[src/rtl/bullet_engine.sv]
// Two-tank bullet pool: spawns on fire requests in IDLE and moves one slot per cycle after each frame tick.
// Optional per-bullet lifetime countdown is enabled with `define BULLET_LIFETIME_EN.
module bullet_engine #(
    parameter int SPEED    = 4,
    parameter int LIFETIME = 31
) (
    input  logic                   CLK,
    input  logic                   Reset,
    input  logic                   frame_tick,
    input  logic [9:0]             tank1_x,
    input  logic [9:0]             tank1_y,
    input  logic [9:0]             tank2_x,
    input  logic [9:0]             tank2_y,
    input  logic [2:0]             turret1_direction,
    input  logic [2:0]             turret2_direction,
    input  logic [1:0]             fire_req,
    output logic [1:0]             fire_ack,
    output logic [1:0]             fire_drop,
    input  logic [15:0]            clear_mask,
    output logic [1:0][7:0][31:0]  bullet_array,
    output logic                   busy
);

    typedef enum logic {IDLE, UPDATE} state_t;

    state_t      state, state_nxt;
    logic [3:0]  slot_cnt, slot_cnt_nxt;
    logic [1:0]  armed;

    logic [1:0][9:0]  tank_x, tank_y;
    logic [1:0][2:0]  turret_dir;
    logic [1:0][2:0]  free_idx;
    logic [1:0]       has_free;
    logic [1:0]       fire_go;
    logic [1:0][31:0] spawn_word;
    logic [4:0]       life_init;

    logic               cur_vld;
    logic [2:0]         cur_dir;
    logic [9:0]         cur_x, cur_y;
    logic [4:0]         life_nxt;
    logic               expire;
    logic signed [10:0] dx, dy, nx, ny;
    logic               off_screen;
    logic [31:0]        upd_word;

    assign tank_x     = {tank2_x, tank1_x};
    assign tank_y     = {tank2_y, tank1_y};
    assign turret_dir = {turret2_direction, turret1_direction};
    assign busy       = (state == UPDATE);

    always_comb begin
        state_nxt    = state;
        slot_cnt_nxt = slot_cnt;
        case (state)
            IDLE: begin
                if (frame_tick) begin
                    state_nxt    = UPDATE;
                    slot_cnt_nxt = 4'd0;
                end
            end
            UPDATE: begin
                slot_cnt_nxt = slot_cnt + 4'd1;
                if (slot_cnt == 4'd15) state_nxt = IDLE;
            end
            default: state_nxt = IDLE;
        endcase
    end

`ifdef BULLET_LIFETIME_EN
    assign life_init = 5'(LIFETIME);
`else
    assign life_init = 5'd0;
`endif

    // Lowest-index free slot per tank; a request is served once, then waits for fire_req to drop.
    always_comb begin
        for (int t = 0; t < 2; t++) begin
            has_free[t] = 1'b0;
            free_idx[t] = 3'd0;
            for (int s = 7; s >= 0; s--) begin
                if (!bullet_array[t][s][0]) begin
                    has_free[t] = 1'b1;
                    free_idx[t] = 3'(s);
                end
            end
            fire_go[t]    = !Reset && (state == IDLE) && fire_req[t] && armed[t];
            spawn_word[t] = {3'b000, tank_y[t] + 10'd16, tank_x[t] + 10'd16,
                             life_init, turret_dir[t], 1'b1};
        end
    end

    assign fire_ack  = fire_go & has_free;
    assign fire_drop = fire_go & ~has_free;

    assign cur_vld = bullet_array[slot_cnt[3]][slot_cnt[2:0]][0];
    assign cur_dir = bullet_array[slot_cnt[3]][slot_cnt[2:0]][3:1];
    assign cur_x   = bullet_array[slot_cnt[3]][slot_cnt[2:0]][18:9];
    assign cur_y   = bullet_array[slot_cnt[3]][slot_cnt[2:0]][28:19];

`ifdef BULLET_LIFETIME_EN
    logic [4:0] cur_life;
    assign cur_life = bullet_array[slot_cnt[3]][slot_cnt[2:0]][8:4];
    assign life_nxt = cur_life - 5'd1;
    assign expire   = (cur_life == 5'd1);
`else
    assign life_nxt = 5'd0;
    assign expire   = 1'b0;
`endif

    // Direction 0 is up, stepping clockwise by 45 degrees.
    always_comb begin
        dx = 11'sd0;
        dy = 11'sd0;
        case (cur_dir)
            3'd0: dy = -11'(SPEED);
            3'd1: begin dx =  11'(SPEED); dy = -11'(SPEED); end
            3'd2: dx =  11'(SPEED);
            3'd3: begin dx =  11'(SPEED); dy =  11'(SPEED); end
            3'd4: dy =  11'(SPEED);
            3'd5: begin dx = -11'(SPEED); dy =  11'(SPEED); end
            3'd6: dx = -11'(SPEED);
            default: begin dx = -11'(SPEED); dy = -11'(SPEED); end
        endcase
        nx = $signed({1'b0, cur_x}) + dx;
        ny = $signed({1'b0, cur_y}) + dy;
        off_screen = (nx < 11'sd0) || (nx > 11'sd639) || (ny < 11'sd0) || (ny > 11'sd479);
        if (!cur_vld)
            upd_word = bullet_array[slot_cnt[3]][slot_cnt[2:0]];
        else if (off_screen || expire)
            upd_word = 32'd0;
        else
            upd_word = {3'b000, ny[9:0], nx[9:0], life_nxt, cur_dir, 1'b1};
    end

    always_ff @(posedge CLK or posedge Reset) begin
        if (Reset) begin
            state        <= IDLE;
            slot_cnt     <= 4'd0;
            armed        <= 2'b11;
            bullet_array <= '0;
        end else begin
            state    <= state_nxt;
            slot_cnt <= slot_cnt_nxt;
            for (int t = 0; t < 2; t++) begin
                if (fire_ack[t] || fire_drop[t])
                    armed[t] <= 1'b0;
                else if (!fire_req[t])
                    armed[t] <= 1'b1;
                for (int s = 0; s < 8; s++) begin
                    if (clear_mask[8*t+s])
                        bullet_array[t][s] <= 32'd0;
                    else if (fire_ack[t] && (free_idx[t] == 3'(s)))
                        bullet_array[t][s] <= spawn_word[t];
                    else if ((state == UPDATE) && (slot_cnt == 4'(8*t+s)))
                        bullet_array[t][s] <= upd_word;
                end
            end
        end
    end

endmodule

[config.mk]
export PLATFORM = sky130hd
export DESIGN_NAME = bullet_engine
export DESIGN_NICKNAME = d
export VERILOG_FILES = /design/src/rtl/bullet_engine.sv
export SDC_FILE = /design/constraint.sdc
export NUM_CORES = 2
export LEC_CHECK = 0
export ABC_AREA = 1
export CAP_MARGIN = 25
export CELL_PAD_IN_SITES_DETAIL_PLACEMENT = 0
export CELL_PAD_IN_SITES_GLOBAL_PLACEMENT = 1
export CORE_MARGIN = 1
export CORE_UTILIZATION = 34
export CTS_CLUSTER_SIZE = 24
export DETAILED_ROUTE_END_ITERATION = 10
export GPL_TIMING_DRIVEN = 1
export PLACE_DENSITY = 0.87
export SLEW_MARGIN = 0
export SYNTH_ARGS = -nofsm -noshare
export SYNTH_HDL_FRONTEND = slang
export SYNTH_SLANG_ARGS = --single-unit
[constraint.sdc]
create_clock -name CLK -period 18.4 [get_ports CLK]
set_clock_uncertainty 0.15 [all_clocks]
set_input_delay 2.76 -clock CLK [delete_from_list [all_inputs] [get_ports CLK]]
set_output_delay 2.76 -clock CLK [all_outputs]
set_load 0.01 [all_outputs]
---- Yosys cells after proc, flatten, opt, wreduce, memory -nomap -nowiden ----
Cells that the tools add are included.
cells by class
  add/sub/neg operators ................... 7
  magnitude comparators ................... 6
  equality and inequality tests ........... 38
  multiplexer cells ....................... 97
  bitwise logic cells ..................... 4
  reductions and logical operators ........ 67
operator list
  kind                                                         count
  two-way mux 32 bit                                           50
  two-way mux 256 bit                                          2
  binary-select mux 32 bit (select 3 bit)                      1
  two-way mux 3 bit                                            16
  nonzero test 3 bit                                           16
  one-hot mux 11 bit (2 select lines)                          2
  adder 10 x 5 -> 10 bit, second input constant                4
  logical AND 1 bit                                            37
  == test 3 bit, second input constant                         11
  == test 4 bit, second input constant                         8
  two-way mux 29 bit                                           1
  adder 11 bit                                                 2
  less-than comparator 11 x 1 -> 1 bit, second input constant  2
  two-way mux 1 bit                                            22
  == test 3 x 2 -> 1 bit, second input constant                6
  == test 4 x 3 -> 1 bit, second input constant                4
  > comparator 11 x 10 -> 1 bit, second input constant         1
  > comparator 11 bit, second input constant                   1
  == test 3 x 1 -> 1 bit, second input constant                3
  zero test 3 bit                                              3
  == test 4 x 2 -> 1 bit, second input constant                2
  one-hot mux 4 bit (2 select lines)                           1
  OR reduction 3 bit                                           2
  logical OR 1 bit                                             5
  14 further kinds                                             17
word-level totals
  bits in registers ....................... 519
  input bits .............................. 67

---- Depth between registers and ports, before layout ----
  depth in word-level cells ............... 17
  gate-level depth with buffers ........... 32
  depth with buffers taken out ............ 28

---- Least setup slack after synthesis ----
No wires, ideal clock.
  path kind ............................... in2out
  from .................................... in Reset
  to ...................................... out fire_drop[1]
  arrival time ............................ 3.328 ns
  required time ........................... 15.490 ns
  setup slack ............................. 12.162 ns
  cell stages on the path ................. 3
  buffers on the path ..................... 0
  cell sequence ........................... nor2_1 -> nand3_1 -> nor3_1
between the ends
  word-level cells in the longest chain between the ends .. 5
RTL lines
  what                            line  source
  start: declaration              8     input logic Reset,
  zero test 1 bit (no line)       --
  logical AND 1 bit (3 in a row)  87    fire_go[t] = !Reset && (state == IDLE) && fire_req[t] && armed[t];
  bitwise AND 2 bit               94    assign fire_drop = fire_go & ~has_free;
  end: declaration                18    output logic [1:0] fire_drop,
Every way passes these cells.

---- Worst setup path after layout ----
  from .................................... in Reset
  to ...................................... out fire_ack[1]
between the ends
  word-level cells in the longest chain between the ends .. 5
RTL lines
  what                            line  source
  zero test 1 bit (no line)       --
  logical AND 1 bit (3 in a row)  87
  bitwise AND 2 bit               93    assign fire_ack = fire_go & has_free;
  end: declaration                17    output logic [1:0] fire_ack,
Every way passes these cells.

==> impl_metrics.toml <==
[run_status]
run_status = "finished, final reports clean"

[route]
detail_route.wl_per_cell_um = 28.8
drt_pass1_iterations = 8
vias = 34837
remaining_drc_errors = 0
antenna_left = 0
detail_route.wirelength_um = 172000
detailedRoute.firstIterationViolations = 4867
drt-vias-per-instance = 5.84

[power]
ir_worst_vdd_v = 0.000150
total_leakage_power_nw = 19.5
power_per_cell_area_nw_per_um2 = 213

[clock_tree]
postCtsHoldBufs = 0
ctsLongestPathBuffers = 3
numCtsBuffers = 59
cts_tree = "done"
clk_pin_slew_ns = 0.06
cts_htree_levels = 2
cts.repair_timing.setup_buffer_count = 0
root_buffer_master = "clkbuf_16"
clock_latency_ns = 0.67
clkSinkCount = 519
cts-resized-gates = 0

[global_routing]
via_count_of_the_first_global_routing_pass = 32677
track_usage_pct = 37.8
grt_pass1_wl_um = 243000
initial_antenna_violation_count = 3
grt_overflow_total = 0
grt_start_max_net_pins = 122

[setup_path]
setup.worst_path.end_class = "output pin"
crit_fanout = 4
worst_r2r_path_depth = 24
cp_slowest_cell = "clkdlybuf4s50_1"
worst-path-buf-inv = 2
critPathLaunch = "Reset"
worst_setup_path_endpoint = "fire_ack[1]"
cp_data_arrival_time_ns = 4.80
worst-setup-path-type = "in2out"
timing.critical_path.max_delay_family = "buffers and inverters"
cp-start-kind = "primary input"
r2r-start = "slot_cnt[3]"
r2r_setup_slack_ns = 11.30
worstReg2RegEnd = "bullet_array[224]"
timing.critical_path.mode_cell = "clkdlybuf4s50_1"
cpPeakStageDelay_ns = 0.63
worst_ep_required_time_ns = 15.49
ordered_list_of_cells_on_the_worst_path = "clkdlybuf4s50_1 -> nor2_1 -> nand3_1 -> a21oi_1 -> clkdlybuf4s50_1"
critical_path_cell_count = 5

[synthesis]
synth-seq-area-share_pct = 43.6
mappedNetlistNets = 4393
post_synth_and_or_nand_nor_area_fraction_pct = 28.5
yosys_warnings = 0
synthXorXnorAreaFrac_pct = 0.765
ys_types = 46
syn_inst = 4302
synthesis.area_um2 = 29800
syn_avg_cell_area_um2 = 6.92
yosys_register_bits = 519
synth.area.mux_share_pct = 0
synth_edf_count = 0
synth-main-ff-cell = "dfrtp_1"
dominant_combinational_cell_family_by_area_after_synthesis = "simple AND/OR/NAND/NOR gates"
share_of_the_synthesized_area_in_compound_gates_ao_oa_aoi_oai_pct = 18.8
synth_area_in_adders_pct = 1.06
postSynth.asyncResetShare_pct = 100

[floorplan]
floorplan.die.height_um = 298
core_area_um2 = 86800
initial_core_util_pct = 34.3
die_area_um2 = 88700
horizontal_die_dimension_um = 298
floorplan.rows = 108
pin_count = 584

[timing]
rsz_0062_raised_after_global_routing = "false"
finalSetupViolations = 0
period_needed_ns = 7.71
drv_slew = 0
finalHoldViolations = 0
slew_headroom_pct = 22.3
final_min_period_over_clock_period_pct = 41.9
fin_setup_tns_ns = 0
highest_attainable_clock_frequency_mhz = 130
transition_time_at_the_pin_with_the_least_slew_margin_ns = 1.16

[final_layout]
area_growth_pct = 30.7
final_util_pct = 44.8
layout.nets = 4853
filler_cell_count = 8838
drive_above_1_share_pct = 6.11

[place]
placed_wire_length_estimate_um = 116000
placement.io_buffers = 583
routabilityCongestion = 0.964

[job]
maxCapViolations = 0

[worst_hold_path]
worst_hold_path_type = "reg2reg"
how the worst min path moves through the flow:
stage | startpoint | to | slack (ns) | cells past startpoint
finish | armed[1] | armed[1] | 0.33 | 2
floorplan | armed[0] | armed[0] | 0.30 | 2
detailed placement | armed[1] | armed[1] | 0.32 | 2
global placement | armed[1] | armed[1] | 0.32 | 2
global route | bullet_array[459] | bullet_array[459] | 0.38 | 2
CTS | armed[1] | armed[1] | 0.33 | 2
routing by layer:
layer  vias to the layer above  global-route usage [%]  wire length [um]
li1                      14867                       -                 -
met1                     16580                    48.0             63200
met2                      2807                    56.8             74100
met3                       577                    10.7             22300
met4                         6                    23.0             12500
met5                         -                       0                29
worst reg2reg max path, stage by stage (launching register included):
cell	delay [ns]
dfrtp_4	0.63
buf_4	0.74
buf_4	0.70
nand2_1	0.20
nand3_1	0.11
nand2_1	0.06
a21oi_1	0.19
nor2_2	0.09
nor2_8	0.21
nand2_1	0.08
nand2_1	0.19
inv_1	0.20
ha_1	0.41
nand2_1	0.07
o21ai_0	0.29
a21oi_1	0.11
o21ai_0	0.31
a21o_1	0.17
a21oi_1	0.06
xor2_1	0.16
nor3_4	0.63
nand3_2	0.22
nor2_2	0.69
o21ai_0	0.23
o21ai_0	0.12
synthesized netlist by cell type, drive strengths merged, types with 7 or more instances:
cell type  count  area, um2
nand2       1798       6830
a21oi        553       2770
dfrtp        517      12900
o21ai        338       1690
inv          249        937
nor2         193        756
clkbuf       188        707
nand3        110        556
buf           95        538
o22ai         62        388
ha            22        275
o211ai        21        158
a22oi         20        150
a31oi         20        125
xor2          19        166
nand4         17        106
nor3          14       81.3
a32o          12        120
or2           11       68.8
o221ai        10       87.6
nand3b         8       60.1
xnor2          7       61.3
layout make-up:
cell class / instances / area, um2 / area share [%]
flip-flops and latches: 519 / 13000 / 33.4
repair buffers: 682 / 6680 / 17.2
inverters: 249 / 950 / 2.44
diodes: 2 / 5.00 / 0.0129
well taps: 1155 / 1450 / 3.72
clock inverters: 27 / 389 / 1.00
multi-input cells: 3251 / 14700 / 37.9
clock buffers: 82 / 1690 / 4.35
placed cells by master (no fill, tap or decap), types with 3 or more instances in the layout:
cell	count
nor2_4	7
xnor2_1	7
clkinvlp_4	4
nor3_2	6
o211ai_1	21
clkdlybuf4s50_1	583
clkbuf_16	59
a21oi_1	553
o21ai_0	313
o21ai_1	25
nor2_2	25
inv_2	7
nor3_1	7
nand3_1	109
clkinv_2	11
clkbuf_1	10
a32o_1	12
a31oi_1	19
nand3b_1	8
o221ai_1	10
clkbuf_8	13
a22oi_1	20
or2_2	11
dfrtp_1	514
buf_4	91
nand2_1	1770
nand4_1	17
nand2_2	26
xor2_1	19
inv_1	235
bufinv_16	8
nor2_1	160
ha_1	22
clkinv_1	4
o22ai_1	62
buf_16	3
power breakdown:
| group | switching (mW) | leakage, nW | internal (mW) |
|---|---|---|---|
| clock network | 0.540 | 1.02 | 0.755 |
| registers | 0.414 | 6.98 | 1.45 |
| logic | 3.48 | 11.5 | 1.64 |
| total | 4.44 | 19.5 | 3.85 |
metrics by stage:
stage	power, mW	std cells	instance area (um2)	hold WS [ns]	setup WS, ns
final	8.29	5967	38900	0.331	10.69
after global routing	8.81	5965	38900	0.376	10.59
after CTS	8.16	5955	38800	0.330	10.67
after detailed placement	6.85	5846	36700	0.321	10.68
after global placement	6.80	5840	36600	0.320	10.73
after floorplan	4.93	4302	29800	0.303	0.995
logic make-up (layout without fill, tap and decap cells):
group | after synthesis | after routing
AO/OA/AOI/OAI | 1048 | 1048
AND/OR/NAND/NOR | 2153 | 2153
buffers and inverters | 532 | 1040
flip-flops | 519 | 519
adder cells (fa/ha/maj) | 24 | 24
XOR/XNOR | 26 | 26
other | 0 | 2
registers in the layout, summed over array words and instances, names as in the netlist:
| register | count |
|---|---|
| armed | 2 |
| bullet_array | 512 |
| busy | 1 |
| slot_cnt | 4 |
(Power assumes the default switching activity.)
